## config.mk

```make
export PLATFORM = sky130hd
export DESIGN_NAME = uart_tx_cfg_flat
export DESIGN_NICKNAME = d
export VERILOG_FILES = /design/src/rtl/uart_tx_pkg.sv /design/src/rtl/uart_tx_cfg_if.sv /design/src/rtl/uart_tx_bit_timer.sv /design/src/rtl/uart_tx_cfg.sv /design/src/flat_wrapper.sv
export SDC_FILE = /design/constraint.sdc
export NUM_CORES = 1
export LEC_CHECK = 0
export CAP_MARGIN = 20
export CORE_MARGIN = 2
export CORE_UTILIZATION = 45
export CTS_BUF_LIST = sky130_fd_sc_hd__clkbuf_8
export DETAILED_ROUTE_END_ITERATION = 12
export MAX_ROUTING_LAYER = met4
export PLACE_DENSITY = 0.72
export SETUP_SLACK_MARGIN = 0.15
export SYNTH_ARGS = -nofsm -noshare
export SYNTH_HDL_FRONTEND = slang
export SYNTH_SLANG_ARGS = --single-unit
```

## constraint.sdc

```tcl
create_clock -name CLK -period 4.6 [get_ports CLK]
set_clock_uncertainty 0.05 [all_clocks]
set_input_delay 0.69 -clock CLK [delete_from_list [all_inputs] [get_ports CLK]]
set_output_delay 0.69 -clock CLK [all_outputs]
set_load 0.03 [all_outputs]
```

## src/rtl/uart_tx_pkg.sv

```systemverilog
// Shared types and constants for the configurable UART transmitter.
// Provides the frame FSM encoding, parity-type codes and the bit-index width helper.
package uart_tx_pkg;

    typedef enum logic [2:0] {
        IDLE,
        START,
        DATA,
        PARITY,
        STOP1,
        STOP2
    } state_t;

    localparam logic EVEN = 1'b0;
    localparam logic ODD  = 1'b1;

    localparam int DEF_DATA_WIDTH = 8;
    localparam int BIT_IDX_W      = $clog2(DEF_DATA_WIDTH);

    // Index width for an arbitrary data width; never narrower than one bit.
    function automatic int idx_width(input int dw);
        return (dw <= 1) ? 1 : $clog2(dw);
    endfunction

endpackage

```

## src/rtl/uart_tx_cfg_if.sv

```systemverilog
// Request/config bundle and serial output of the UART transmitter.
// A word is accepted on the rising edge where DATA_Valid=1 and busy=0; busy is the inverse of ready.
interface uart_tx_cfg_if #(
    parameter int DATA_WIDTH = 8,
    parameter int PRESCALE_W = 6
);
    logic [DATA_WIDTH-1:0] P_DATA;
    logic                  DATA_Valid;
    logic                  PAR_EN;
    logic                  PAR_TYP;
    logic                  STOP2;
    logic [PRESCALE_W-1:0] PRESCALE;
    logic                  TX_OUT;
    logic                  busy;
    uart_tx_pkg::state_t   fsm_state;

    modport master (
        output P_DATA, DATA_Valid, PAR_EN, PAR_TYP, STOP2, PRESCALE,
        input  TX_OUT, busy, fsm_state
    );

    modport slave (
        input  P_DATA, DATA_Valid, PAR_EN, PAR_TYP, STOP2, PRESCALE,
        output TX_OUT, busy, fsm_state
    );

endinterface

```

## src/rtl/uart_tx_bit_timer.sv

```systemverilog
// Clocks-per-bit counter: load latches the period (0 treated as 1), clear parks the count,
// and bit_done flags the last cycle of the current bit.
module uart_tx_bit_timer #(
    parameter int PRESCALE_W = 6
) (
    input  logic                  clk,
    input  logic                  rst,
    input  logic                  load,
    input  logic                  clear,
    input  logic [PRESCALE_W-1:0] prescale,
    output logic                  bit_done
);

    logic [PRESCALE_W-1:0] cnt_q;
    logic [PRESCALE_W-1:0] period_q;

    assign bit_done = (cnt_q == period_q - PRESCALE_W'(1));

    always_ff @(posedge clk) begin
        if (rst) begin
            cnt_q    <= '0;
            period_q <= PRESCALE_W'(1);
        end else if (load) begin
            cnt_q    <= '0;
            period_q <= (prescale == '0) ? PRESCALE_W'(1) : prescale;
        end else if (clear) begin
            cnt_q <= '0;
        end else if (bit_done) begin
            cnt_q <= '0;
        end else begin
            cnt_q <= cnt_q + PRESCALE_W'(1);
        end
    end

endmodule

```

## src/rtl/uart_tx_cfg.sv

```systemverilog
// Configurable UART transmitter: start, LSB-first data, optional parity, one or two stop bits.
// Data and frame configuration are captured at accept so the frame is immune to input changes.
module uart_tx_cfg #(
    parameter int DATA_WIDTH = 8,
    parameter int PRESCALE_W = 6
) (
    input  logic          CLK,
    input  logic          RST,
    uart_tx_cfg_if.slave  bus
);
    import uart_tx_pkg::*;

    localparam int IDX_W = idx_width(DATA_WIDTH);

    state_t                state_q, state_n;
    logic                  tx_q, tx_n;
    logic                  busy_q, busy_n;
    logic [DATA_WIDTH-1:0] shift_q, shift_n;
    logic [IDX_W-1:0]      idx_q, idx_n;
    logic                  par_en_q, par_en_n;
    logic                  stop2_q, stop2_n;
    logic                  par_bit_q, par_bit_n;
    logic                  load;
    logic                  bit_done;

    uart_tx_bit_timer #(.PRESCALE_W(PRESCALE_W)) u_timer (
        .clk      (CLK),
        .rst      (RST),
        .load     (load),
        .clear    (state_q == IDLE),
        .prescale (bus.PRESCALE),
        .bit_done (bit_done)
    );

    always_ff @(posedge CLK) begin
        if (RST) begin
            state_q   <= IDLE;
            tx_q      <= 1'b1;
            busy_q    <= 1'b0;
            shift_q   <= '0;
            idx_q     <= '0;
            par_en_q  <= 1'b0;
            stop2_q   <= 1'b0;
            par_bit_q <= 1'b0;
        end else begin
            state_q   <= state_n;
            tx_q      <= tx_n;
            busy_q    <= busy_n;
            shift_q   <= shift_n;
            idx_q     <= idx_n;
            par_en_q  <= par_en_n;
            stop2_q   <= stop2_n;
            par_bit_q <= par_bit_n;
        end
    end

    // Outputs are registered: each branch sets the line level for the bit that starts next.
    always_comb begin
        state_n   = state_q;
        tx_n      = tx_q;
        busy_n    = busy_q;
        shift_n   = shift_q;
        idx_n     = idx_q;
        par_en_n  = par_en_q;
        stop2_n   = stop2_q;
        par_bit_n = par_bit_q;
        load      = 1'b0;

        case (state_q)
            IDLE: begin
                tx_n = 1'b1;
                if (bus.DATA_Valid) begin
                    load      = 1'b1;
                    state_n   = START;
                    tx_n      = 1'b0;
                    busy_n    = 1'b1;
                    shift_n   = bus.P_DATA;
                    idx_n     = '0;
                    par_en_n  = bus.PAR_EN;
                    stop2_n   = bus.STOP2;
                    par_bit_n = (bus.PAR_TYP == ODD) ? ~^bus.P_DATA : ^bus.P_DATA;
                end
            end
            START: begin
                if (bit_done) begin
                    state_n = DATA;
                    tx_n    = shift_q[0];
                    idx_n   = '0;
                end
            end
            DATA: begin
                if (bit_done) begin
                    if (idx_q == IDX_W'(DATA_WIDTH - 1)) begin
                        state_n = par_en_q ? PARITY : STOP1;
                        tx_n    = par_en_q ? par_bit_q : 1'b1;
                    end else begin
                        idx_n   = idx_q + IDX_W'(1);
                        tx_n    = shift_q[1];
                        shift_n = shift_q >> 1;
                    end
                end
            end
            PARITY: begin
                if (bit_done) begin
                    state_n = STOP1;
                    tx_n    = 1'b1;
                end
            end
            STOP1: begin
                if (bit_done) begin
                    state_n = stop2_q ? STOP2 : IDLE;
                    busy_n  = stop2_q;
                end
            end
            STOP2: begin
                if (bit_done) begin
                    state_n = IDLE;
                    busy_n  = 1'b0;
                end
            end
            default: begin
                state_n = IDLE;
                tx_n    = 1'b1;
                busy_n  = 1'b0;
            end
        endcase
    end

    assign bus.TX_OUT    = tx_q;
    assign bus.busy      = busy_q;
    assign bus.fsm_state = state_q;

endmodule
```

## src/flat_wrapper.sv

```systemverilog
// flat-port wrapper written by rule: the top's interface ports become plain ports
module uart_tx_cfg_flat import uart_tx_pkg::*;
#(
    parameter int DATA_WIDTH = 8,
    parameter int PRESCALE_W = 6
)
  (CLK, RST, bus_P_DATA, bus_DATA_Valid, bus_PAR_EN, bus_PAR_TYP, bus_STOP2, bus_PRESCALE, bus_TX_OUT, bus_busy, bus_fsm_state);
  uart_tx_cfg_if #(.DATA_WIDTH(DATA_WIDTH), .PRESCALE_W(PRESCALE_W)) bus_i ();
  input  logic CLK;
  input  logic RST;
  input wire logic [$bits(bus_i.P_DATA)-1:0] bus_P_DATA;
  input wire logic [$bits(bus_i.DATA_Valid)-1:0] bus_DATA_Valid;
  input wire logic [$bits(bus_i.PAR_EN)-1:0] bus_PAR_EN;
  input wire logic [$bits(bus_i.PAR_TYP)-1:0] bus_PAR_TYP;
  input wire logic [$bits(bus_i.STOP2)-1:0] bus_STOP2;
  input wire logic [$bits(bus_i.PRESCALE)-1:0] bus_PRESCALE;
  output wire logic [$bits(bus_i.TX_OUT)-1:0] bus_TX_OUT;
  output wire logic [$bits(bus_i.busy)-1:0] bus_busy;
  output wire logic [$bits(bus_i.fsm_state)-1:0] bus_fsm_state;
  assign bus_i.P_DATA = bus_P_DATA;
  assign bus_i.DATA_Valid = bus_DATA_Valid;
  assign bus_i.PAR_EN = bus_PAR_EN;
  assign bus_i.PAR_TYP = bus_PAR_TYP;
  assign bus_i.STOP2 = bus_STOP2;
  assign bus_i.PRESCALE = bus_PRESCALE;
  assign bus_TX_OUT = bus_i.TX_OUT;
  assign bus_busy = bus_i.busy;
  assign bus_fsm_state = bus_i.fsm_state;
  uart_tx_cfg #(.DATA_WIDTH(DATA_WIDTH), .PRESCALE_W(PRESCALE_W)) u_core (.CLK(CLK), .RST(RST), .bus(bus_i));
endmodule
```

==> results of run 1 <==
cell families (layout without fill, tap and decap cells):
kind of cell | count (synthesis) | count (layout) | share of synthesized area (%)
adders and majority gates | 4 | 4 | 2.85
DFF | 31 | 31 | 35.3
AOI/OAI and AO/OA | 39 | 39 | 15.7
buffers and inverters | 20 | 40 | 4.70
muxes | 19 | 19 | 11.5
xor gates and xnor gates | 19 | 19 | 9.47
and+or+nand+nor | 78 | 78 | 20.4
metrics by stage:
step	setup WS [ns]	instance area (um2)	cells	hold slack [ns]	power (uW)
final	1.97	2100	278	0.412	1160
after global routing	1.87	2100	278	0.439	1250
after CTS	1.95	2100	278	0.420	1170
after detailed placement	1.72	2010	271	0.411	954
after global placement	1.77	2010	271	0.391	947
after floorplan	2.17	1760	210	0.382	843
cell type report:
cell class / instances / share of cell area, %
Multi-Input combinational cell: 159 / 50.2
Sequential cell: 31 / 29.6
Timing Repair Buffer: 25 / 11.8
Clock buffer: 6 / 3.93
Tap cell: 48 / 2.86
Inverter: 8 / 1.43
Clock inverter: 1 / 0.238
power by group through the flow:
stage / Sequential, uW / Combinational, uW / Clock (uW)
after detailed placement: 408 / 546 / 0
after global placement: 408 / 539 / 0
after CTS: 402 / 549 / 219
after floorplan: 397 / 446 / 0
final: 402 / 546 / 213
after global routing: 414 / 601 / 232
registers in the layout, summed over array words and instances, names as in the netlist:
| signal | flops |
|---|---|
| u_core.u_timer.cnt_q | 6 |
| u_core.bus.TX_OUT | 1 |
| u_core.par_en_q | 1 |
| u_core.bus.fsm_state | 3 |
| u_core.idx_q | 3 |
| u_core.u_timer.period_q | 6 |
| u_core.bus.busy | 1 |
| u_core.shift_q | 8 |
| u_core.stop2_q | 1 |
| u_core.par_bit_q | 1 |
metal layers:
metal	global-route usage, %	up-vias	wire, um
met3	5.07	6	162
met2	27.5	38	1500
met4	6.12	0	55
met1	24.3	696	1740
met5	-	-	0
li1	-	768	-
synthesized netlist by cell type (3+ instances only):
master	instances
dfxtp_1	31
nor2_1	29
nand2_1	23
xnor2_1	15
a21oi_1	12
clkbuf_1	11
mux2i_1	10
mux2_2	9
inv_1	8
nor3_1	6
nand2b_1	5
nand3_1	5
a211o_1	4
ha_1	4
o21ai_0	4
xor2_1	4
a22oi_1	3
worst max-delay path, delay by kind of cell, from the launching register on:
kind,cells,cell delay (ns)
flops,1,0.35
simple gates,3,0.91
mux,1,0.20
compound gates,2,0.99
path summary, 6_finish.rpt:
kind | startpoint | endpoint | slack, ns
max | u_core.u_timer.period_q[3]$_SDFFE_PP0P_ | u_core.shift_q[5]$_SDFFE_PP0P_ | 1.97
min reg2reg | u_core.par_bit_q$_SDFFE_PP0P_ | u_core.par_bit_q$_SDFFE_PP0P_ | 0.41
min | u_core.par_bit_q$_SDFFE_PP0P_ | u_core.par_bit_q$_SDFFE_PP0P_ | 0.41
max reg2reg | u_core.u_timer.period_q[3]$_SDFFE_PP0P_ | u_core.shift_q[5]$_SDFFE_PP0P_ | 1.97
placed cells by master, fill, tap and decap left out, drive strengths merged, types with 4 or more instances in the layout:
cell and instances:
nor2 29, clkdlybuf4s50 24, xor2 4, a211o 4, nand2 23, nor3 6
clkbuf 6, inv 8, nand3 5, a21oi 12, o21ai 4, xnor2 15
ha 4, nand2b 5, dfxtp 31, mux2i 10, mux2 9
==> impl_metrics.env, run 1 <==
export IMPL_layout_nets=254
export IMPL_wl_per_cell_um=12.4
export IMPL_netlist_area_um2=1760
export IMPL_p_sw_uw=459
export IMPL_async_flop_share_pct=0
export IMPL_path_max_fanout=8
export IMPL_clock_latency_ns=0.28
export IMPL_min_path_cells=2
export IMPL_remaining_drc_errors=0
export IMPL_wl_um=3460
export IMPL_synth_edff_count=0
export IMPL_hold_viol=0
export IMPL_post_synth_cell_area_avg_um2=8.37
export IMPL_grt_use_total_pct=18.5
export IMPL_clockPowerShare_pct=18.4
export IMPL_clock_sinks=31
export IMPL_power_density_nw_per_um2=553
export IMPL_synthTopCellsByArea="dfxtp_1 35%, xnor2_1 7.5%, nor2_1 6.2%, mux2_2 5.8%, mux2i_1 5.7%"
export IMPL_power_frac_comb_pct=47.0
export IMPL_diodes=0
export IMPL_die_h_um=66.5
export IMPL_drv_cap=0
export IMPL_syn_inst=210
export IMPL_cts_hold_buf=0
export IMPL_grt_pass1_vias=1343
export IMPL_required_ns=4.71
export IMPL_start_util_pct=47.3
export IMPL_dp_hpwl_um=2500
export IMPL_drive_above_1_share_pct=9.13
export IMPL_fillers=358
export IMPL_yosysUniqueCellTypes=39
export IMPL_pin_count=25
export IMPL_cts_tree="done"
export IMPL_multiInputGateArea_um2=1050
export IMPL_cpPeakStageDelay_ns=0.54
export IMPL_vdd_drop_max_v=0.000233
export IMPL_vias=1508
export IMPL_synth_seq_cells=31
export IMPL_final_setup_viol_count=0
export IMPL_worst_pin_slew_ns=0.738
export IMPL_regArea_um2=621
export IMPL_cp_start_kind="register"
export IMPL_gp_congestion=0.835
export IMPL_drt_initial_drc_count=98
export IMPL_cp_cell_sequence="or4_1 > or3_1 > a2111o_1 > a211o_1 > mux2i_1 > nor2_1"
export IMPL_layout_worst_path_cycle_share_pct=57.2
export IMPL_vias_per_cell=5.42
export IMPL_cts_buffers=5
export IMPL_die_w_um=66.5
export IMPL_cpMaxStageDelayCell="or4_1"
export IMPL_post_cts_buffers=0
export IMPL_yosysSeqAreaShare_pct=35.3
export IMPL_period_minus_slack_ns=2.63
export IMPL_grt_pass1_wl_um=6130
export IMPL_tns_ns=0
export IMPL_max_freq_ghz=0.380
export IMPL_root_buffer="clkbuf_8"
export IMPL_clk_pin_slew_ns=0.06
export IMPL_maxSlewViolCount=0
export IMPL_syn_num_nets=234
export IMPL_rsz0062_at_grt="no"
export IMPL_htreeDepth=2
export IMPL_synthToLayoutAreaGrowth_pct=19.5
export IMPL_intPower_uw=703
export IMPL_swShare_pct=39.5
export IMPL_leakagePower_uw=0.000821
export IMPL_grt_max_degree=35
export IMPL_run_status="complete, no violations"
export IMPL_yosys_area_top_type="dfxtp_1"
export IMPL_power_share_sequential_pct=34.6
export IMPL_clockBufferDepth=2
export IMPL_crit_type="register to register"
export IMPL_hold_class="register to register"
export IMPL_synth_ff_type="dfxtp_1"
export IMPL_postLayoutCoreUtil_pct=56.5
export IMPL_relSlewSlack_pct=50.6
export IMPL_cts_repair_resized=0
export IMPL_end_kind="register"
export IMPL_io_buffers=24
export IMPL_synth_top_area_share_pct=35.3
export IMPL_yosys_warnings=0
export IMPL_grt_antenna_before_repair=0
export IMPL_rr_worst_depth=6
export IMPL_placementRows=22
export IMPL_postRouteAntennaNets=0
export IMPL_grt_ovfl_total=0
export IMPL_arrival_ns=2.74
export IMPL_dr_pass1_iters=4
export IMPL_core_region_area_um2=3720
export IMPL_die_area_um2=4420
Power figures use the tool's default switching activity.
==> inputs of run 2 (changes only) <==
Clock period 4.6 ns to 2.55 ns, I/O delays scaled along.
==> run 2 against run 1 <==
Utilization rose by 3.2 points. Global-route usage rose by 0.58 points. Wire length rose by 9.8%. Clock-buffer cell count fell by 1. Critical path depth did not move. Critical path type unchanged. Largest cell class unchanged. Highest routed layer unchanged.
==> impl_metrics.env, run 2 (same netlist as run 1, synthesis figures left out) <==
export IMPL_largest_register_ffs=8
export IMPL_power_density_nw_per_um2=1040
export IMPL_final_cell_mix="30 x dfxtp_1, 29 x nor2_1, 24 x clkdlybuf4s50_1, 23 x nand2_1, 15 x xnor2_1"
export IMPL_run_status="complete, no violations"
export IMPL_clockBufferDepth=2
export IMPL_crit_start="u_core.u_timer.period_q[3]$_SDFFE_PP0P_"
export IMPL_cpMaxStageDelayCell="or4_4"
export IMPL_synthToLayoutAreaGrowth_pct=26.4
export IMPL_core_region_area_um2=3720
export IMPL_grt_ovfl_total=0
export IMPL_regArea_um2=622
export IMPL_cp_top_family="simple AND/OR/NAND/NOR gates"
export IMPL_postRouteAntennaNets=0
export IMPL_setup_slack_ns=0.0897
export IMPL_htreeDepth=2
export IMPL_rsz0062_at_grt="yes"
export IMPL_crit_type="register to register"
export IMPL_grt_use_total_pct=19.1
export IMPL_period_minus_slack_ns=2.46
export IMPL_required_ns=2.66
export IMPL_end_kind="register"
export IMPL_max_freq_ghz=0.406
export IMPL_wl_um=3800
export IMPL_arrival_ns=2.57
export IMPL_fillers=362
export IMPL_vdd_drop_max_v=0.000475
export IMPL_final_common_cell="dfxtp_1"
export IMPL_dr_pass1_iters=4
export IMPL_pin_count=25
export IMPL_layout_worst_path_cycle_share_pct=96.5
export IMPL_grt_antenna_before_repair=0
export IMPL_cts_buffers=5
export IMPL_grt_pass1_vias=1409
export IMPL_layout_nets=265
export IMPL_path_max_fanout=8
export IMPL_root_buffer="clkbuf_8"
export IMPL_clock_sinks=31
export IMPL_maxSlewViolCount=0
export IMPL_rrSetupSlack_ns=0.09
export IMPL_grt_pass1_wl_um=6200
export IMPL_grt_max_degree=20
export IMPL_cts_tree="done"
export IMPL_hold_class="register to register"
export IMPL_clock_latency_ns=0.28
export IMPL_wl_per_cell_um=13.1
export IMPL_rr_startpoint="u_core.u_timer.period_q[3]$_SDFFE_PP0P_"
export IMPL_relSlewSlack_pct=65.7
export IMPL_tns_ns=0
export IMPL_placementRows=22
export IMPL_gp_congestion=0.892
export IMPL_leakagePower_uw=0.000883
export IMPL_vias_per_cell=5.42
export IMPL_drive_above_1_share_pct=15.3
export IMPL_path_buf_inv=0
export IMPL_final_setup_viol_count=0
export IMPL_vias=1571
export IMPL_diodes=0
export IMPL_clk_pin_slew_ns=0.07
export IMPL_remaining_drc_errors=0
export IMPL_min_from="u_core.par_bit_q$_SDFFE_PP0P_"
export IMPL_hold_viol=0
export IMPL_largest_register="u_core.shift_q"
export IMPL_reg_largest_list="u_core.shift_q: 8 flops, u_core.u_timer.cnt_q: 6 flops, u_core.u_timer.period_q: 6 flops"
export IMPL_die_h_um=66.5
export IMPL_dp_hpwl_um=2810
export IMPL_rr_endpoint="u_core.shift_q[2]$_SDFFE_PP0P_"
export IMPL_cp_start_kind="register"
export IMPL_dp_slack_ns=0.0262
export IMPL_start_util_pct=47.3
export IMPL_postLayoutCellArea_um2=2220
export IMPL_die_area_um2=4420
export IMPL_drt_initial_drc_count=109
export IMPL_cp_cell_sequence="or4_4 > or3_4 > a2111o_1 > a211o_4 > mux2i_1 > nor2_1"
export IMPL_multiInputGateArea_um2=1080
export IMPL_cp_depth=6
export IMPL_rr_worst_depth=6
export IMPL_die_w_um=66.5
export IMPL_place_area_um2=2070
export IMPL_drv_cap=0
export IMPL_io_buffers=24
export IMPL_crit_end="u_core.shift_q[2]$_SDFFE_PP0P_"
export IMPL_totalPowerFinal_uw=2320
export IMPL_cpPeakStageDelay_ns=0.52
export IMPL_worst_pin_slew_ns=0.513
==> run 2: worst min path at each step <==
stage	cells past startpoint	endpoint	slack (ns)
finish	2	u_core.par_bit_q$_SDFFE_PP0P_	0.43
global route	2	u_core.par_bit_q$_SDFFE_PP0P_	0.46
CTS	1	u_core.u_timer.cnt_q[0]$_SDFF_PP0_	0.43
detailed placement	2	u_core.par_bit_q$_SDFFE_PP0P_	0.41
global placement	2	u_core.par_bit_q$_SDFFE_PP0P_	0.40
floorplan	2	u_core.par_bit_q$_SDFFE_PP0P_	0.38
==> run 2: per-stage QoR <==
stage          hold WS, ns  utilization [%]  instances
6_report             0.427             59.7        290
5_1_grt              0.456             59.7        290
4_1_cts              0.434             58.3        287
3_5_place_dp         0.410             55.8        279
3_3_place_gp         0.396             55.8        279
2_1_floorplan        0.382                -        210
==> run 2: power by group <==
group,internal [uW],switching [uW],total [uW]
logic,616,621,1240
clock network,186,184,370
registers,596,113,709
total,1400,918,2320
==> run 2: layout make-up <==
cell class	instances	share of cell area (%)
clock buffer	5	3.10
clock inverter	3	0.733
inverter	8	1.35
multi-input combinational	159	48.9
sequential	31	28.0
tap	48	2.71
timing repair buffer	36	15.2
==> run 2: per-layer routing <==
metal  track usage (%)  vias to the layer above  routed length [um]  part of all wire, %
li1                  -                      793                   -                    -
met4              4.59                        0                  26                 0.68
met2              29.6                       48                1700                   45
met1              24.2                      726                1870                   49
met5                 -                        -                   0                    0
met3              6.08                        4                 199                  5.2
==> run 2: worst reg2reg max path, cell delays in order, from the launching register on <==
cell      delay [ns]
dfxtp_2         0.32
or4_4           0.52
or3_4           0.33
a2111o_1        0.45
a211o_4         0.42
mux2i_1         0.18
nor2_1          0.06
==> run 2: timing repair <==
| action | in CTS | in global routing |
|---|---|---|
| endpoints found under the setup margin | 9 | 19 |
| pin swaps | 1 | 3 |
| buffers inserted | 0 | 3 |
| hold buffers | 0 | 0 |
| resized for setup | 2 | 7 |
==> inputs of run 3 (changes only) <==
Settings changed: CORE_UTILIZATION 45 to 56, PLACE_DENSITY 0.72 to 0.86.
==> run 3 against run 2 <==
Register-to-register slack worse by 0.02 ns. First-iteration DRC count shrank 43%. Utilization rose by 13 points. Cell count fell by 2.1%. Via count grew 1.5%. Combinational power about the same. Critical path depth unchanged. Sequential cell count stayed put. Die area is 19% lower. Global-route usage grew 5.5 points. Clock power is 4% lower.
==> impl_metrics.env, run 3 (same netlist as run 1, synthesis figures left out) <==
export IMPL_layout_nets=263
export IMPL_rr_startpoint="u_core.u_timer.period_q[3]$_SDFFE_PP0P_"
export IMPL_min_from="u_core.par_bit_q$_SDFFE_PP0P_"
export IMPL_vias_per_cell=5.62
export IMPL_cpMaxStageDelayCell="or4_4"
export IMPL_totalPowerFinal_uw=2290
export IMPL_grt_pass1_wl_um=6410
export IMPL_vias=1595
export IMPL_wl_um=3830
export IMPL_layout_worst_path_cycle_share_pct=97.2
export IMPL_die_area_um2=3600
export IMPL_drive_above_1_share_pct=13.8
export IMPL_htreeDepth=2
export IMPL_clock_latency_ns=0.28
export IMPL_power_frac_comb_pct=53.9
export IMPL_start_util_pct=58.0
export IMPL_grt_pass1_vias=1448
export IMPL_holdPathEnd="u_core.par_bit_q$_SDFFE_PP0P_"
export IMPL_run_status="complete, no violations"
export IMPL_holdWs_ns=0.417
export IMPL_clockBufferDepth=2
export IMPL_crit_type="register to register"
export IMPL_io_buffers=24
export IMPL_remaining_drc_errors=0
export IMPL_die_w_um=60.0
export IMPL_root_buffer="clkbuf_8"
export IMPL_synthToLayoutAreaGrowth_pct=25.2
export IMPL_worst_pin_slew_ns=0.608
export IMPL_required_ns=2.67
export IMPL_pin_count=25
export IMPL_largest_register_ffs=8
export IMPL_rrSetupSlack_ns=0.07
export IMPL_cp_cell_sequence="or4_4 > or3_1 > a2111o_1 > buf_4 > a22oi_2 > mux2_4"
export IMPL_drv_cap=0
export IMPL_path_max_fanout=3
export IMPL_fillers=229
export IMPL_power_density_nw_per_um2=1040
export IMPL_arrival_ns=2.60
export IMPL_dp_slack_ns=0.0365
export IMPL_rr_worst_depth=6
export IMPL_dr_pass1_iters=4
export IMPL_largest_register="u_core.shift_q"
export IMPL_wl_per_cell_um=13.5
export IMPL_hold_class="register to register"
export IMPL_grt_max_degree=21
export IMPL_leakagePower_uw=0.000879
export IMPL_rr_endpoint="u_core.bus.fsm_state[0]$_SDFFE_PP0P_"
export IMPL_max_freq_ghz=0.403
export IMPL_cp_start_kind="register"
export IMPL_cp_top_family="simple AND/OR/NAND/NOR gates"
export IMPL_vdd_drop_max_v=0.000531
export IMPL_hold_viol=0
export IMPL_final_common_cell="dfxtp_1"
export IMPL_diodes=0
export IMPL_cts_buffers=5
export IMPL_cpPeakStageDelay_ns=0.52
export IMPL_grt_antenna_before_repair=0
export IMPL_power_share_sequential_pct=30.5
export IMPL_grt_ovfl_total=0
export IMPL_grt_use_total_pct=24.5
export IMPL_clock_sinks=31
export IMPL_setup_slack_ns=0.0715
export IMPL_intPower_uw=1370
export IMPL_rsz0062_at_grt="yes"
export IMPL_swShare_pct=39.9
export IMPL_clockPowerShare_pct=15.6
export IMPL_postLayoutCellArea_um2=2200
export IMPL_dp_hpwl_um=2770
export IMPL_reg_largest_list="u_core.shift_q: 8 flops, u_core.u_timer.cnt_q: 6 flops, u_core.u_timer.period_q: 6 flops"
export IMPL_drt_initial_drc_count=62
export IMPL_period_minus_slack_ns=2.48
export IMPL_final_setup_viol_count=0
export IMPL_relSlewSlack_pct=59.4
export IMPL_core_region_area_um2=3030
export IMPL_maxSlewViolCount=0
export IMPL_p_sw_uw=915
export IMPL_path_buf_inv=1
export IMPL_cts_hold_buf=0
export IMPL_min_path_cells=2
export IMPL_place_area_um2=2060
export IMPL_placementRows=20
export IMPL_cts_tree="done"
export IMPL_postRouteAntennaNets=0
export IMPL_clk_pin_slew_ns=0.06
export IMPL_gp_congestion=0.937
export IMPL_final_cell_mix="31 x dfxtp_1, 29 x nor2_1, 24 x clkdlybuf4s50_1, 23 x nand2_1, 15 x xnor2_1"
export IMPL_end_kind="register"
export IMPL_die_h_um=60.0
==> run 3: cell type report <==
| type | count | area, um2 | share of cell area, % |
|---|---|---|---|
| multi-input combinational | 159 | 1090 | 49.7 |
| tap | 44 | 55.1 | 2.50 |
| timing repair buffer | 34 | 319 | 14.5 |
| inverter | 8 | 30.0 | 1.37 |
| clock inverter | 3 | 12.5 | 0.569 |
| sequential | 31 | 621 | 28.2 |
| clock buffer | 5 | 68.8 | 3.13 |
==> run 3: timing repair <==
| item | 4_1_cts | 5_1_grt |
|---|---|---|
| gates resized for setup | 2 | 7 |
| endpoints found under the setup margin | 8 | 18 |
| setup buffers | 0 | 2 |
| pin swaps | 0 | 5 |
==> run 3: worst max path at each step <==
stage / cells past startpoint / start / to / slack (ns)
6_report: 6 / u_core.u_timer.period_q[3]$_SDFFE_PP0P_ / u_core.bus.fsm_state[0]$_SDFFE_PP0P_ / 0.07
5_1_grt: 6 / u_core.u_timer.period_q[3]$_SDFFE_PP0P_ / u_core.shift_q[1]$_SDFFE_PP0P_ / -0.03
4_1_cts: 6 / u_core.u_timer.period_q[3]$_SDFFE_PP0P_ / u_core.shift_q[0]$_SDFFE_PP0P_ / 0.10
3_5_place_dp: 6 / u_core.u_timer.period_q[3]$_SDFFE_PP0P_ / u_core.shift_q[0]$_SDFFE_PP0P_ / 0.04
3_3_place_gp: 6 / u_core.u_timer.period_q[3]$_SDFFE_PP0P_ / u_core.shift_q[1]$_SDFFE_PP0P_ / 0.08
2_1_floorplan: 7 / u_core.u_timer.period_q[3]$_SDFFE_PP0P_ / u_core.shift_q[0]$_SDFFE_PP0P_ / 0.16
==> run 3: metrics by stage <==
step / util, % / TNS (ns) / instances
global placement: 68.0 / 0 / 274
global route: 72.6 / -0.0476 / 284
CTS: 71.0 / 0 / 282
detailed placement: 68.0 / 0 / 274
finish: 72.6 / 0 / 284
floorplan: - / 0 / 210
==> run 3: power by group through the flow <==
| stage | Clock, uW | Sequential (uW) | Combinational [uW] |
|---|---|---|---|
| 2_1_floorplan | 0 | 716 | 805 |
| 3_3_place_gp | 0 | 699 | 1080 |
| 3_5_place_dp | 0 | 704 | 1100 |
| 4_1_cts | 359 | 694 | 1120 |
| 5_1_grt | 385 | 713 | 1340 |
| 6_report | 357 | 698 | 1230 |
==> run 3: routing by layer <==
metal  global-route usage, %  share of wire (%)
met1                    31.6                 46
met2                    38.2                 47
met3                    5.84                5.0
met4                    7.30                1.1
met5                       -                  0
==> run 3: worst min-delay path, cell delays in order (launching register included) <==
cell and delay [ns]:
dfxtp_1 0.32, nand2_1 0.06, a21oi_1 0.05
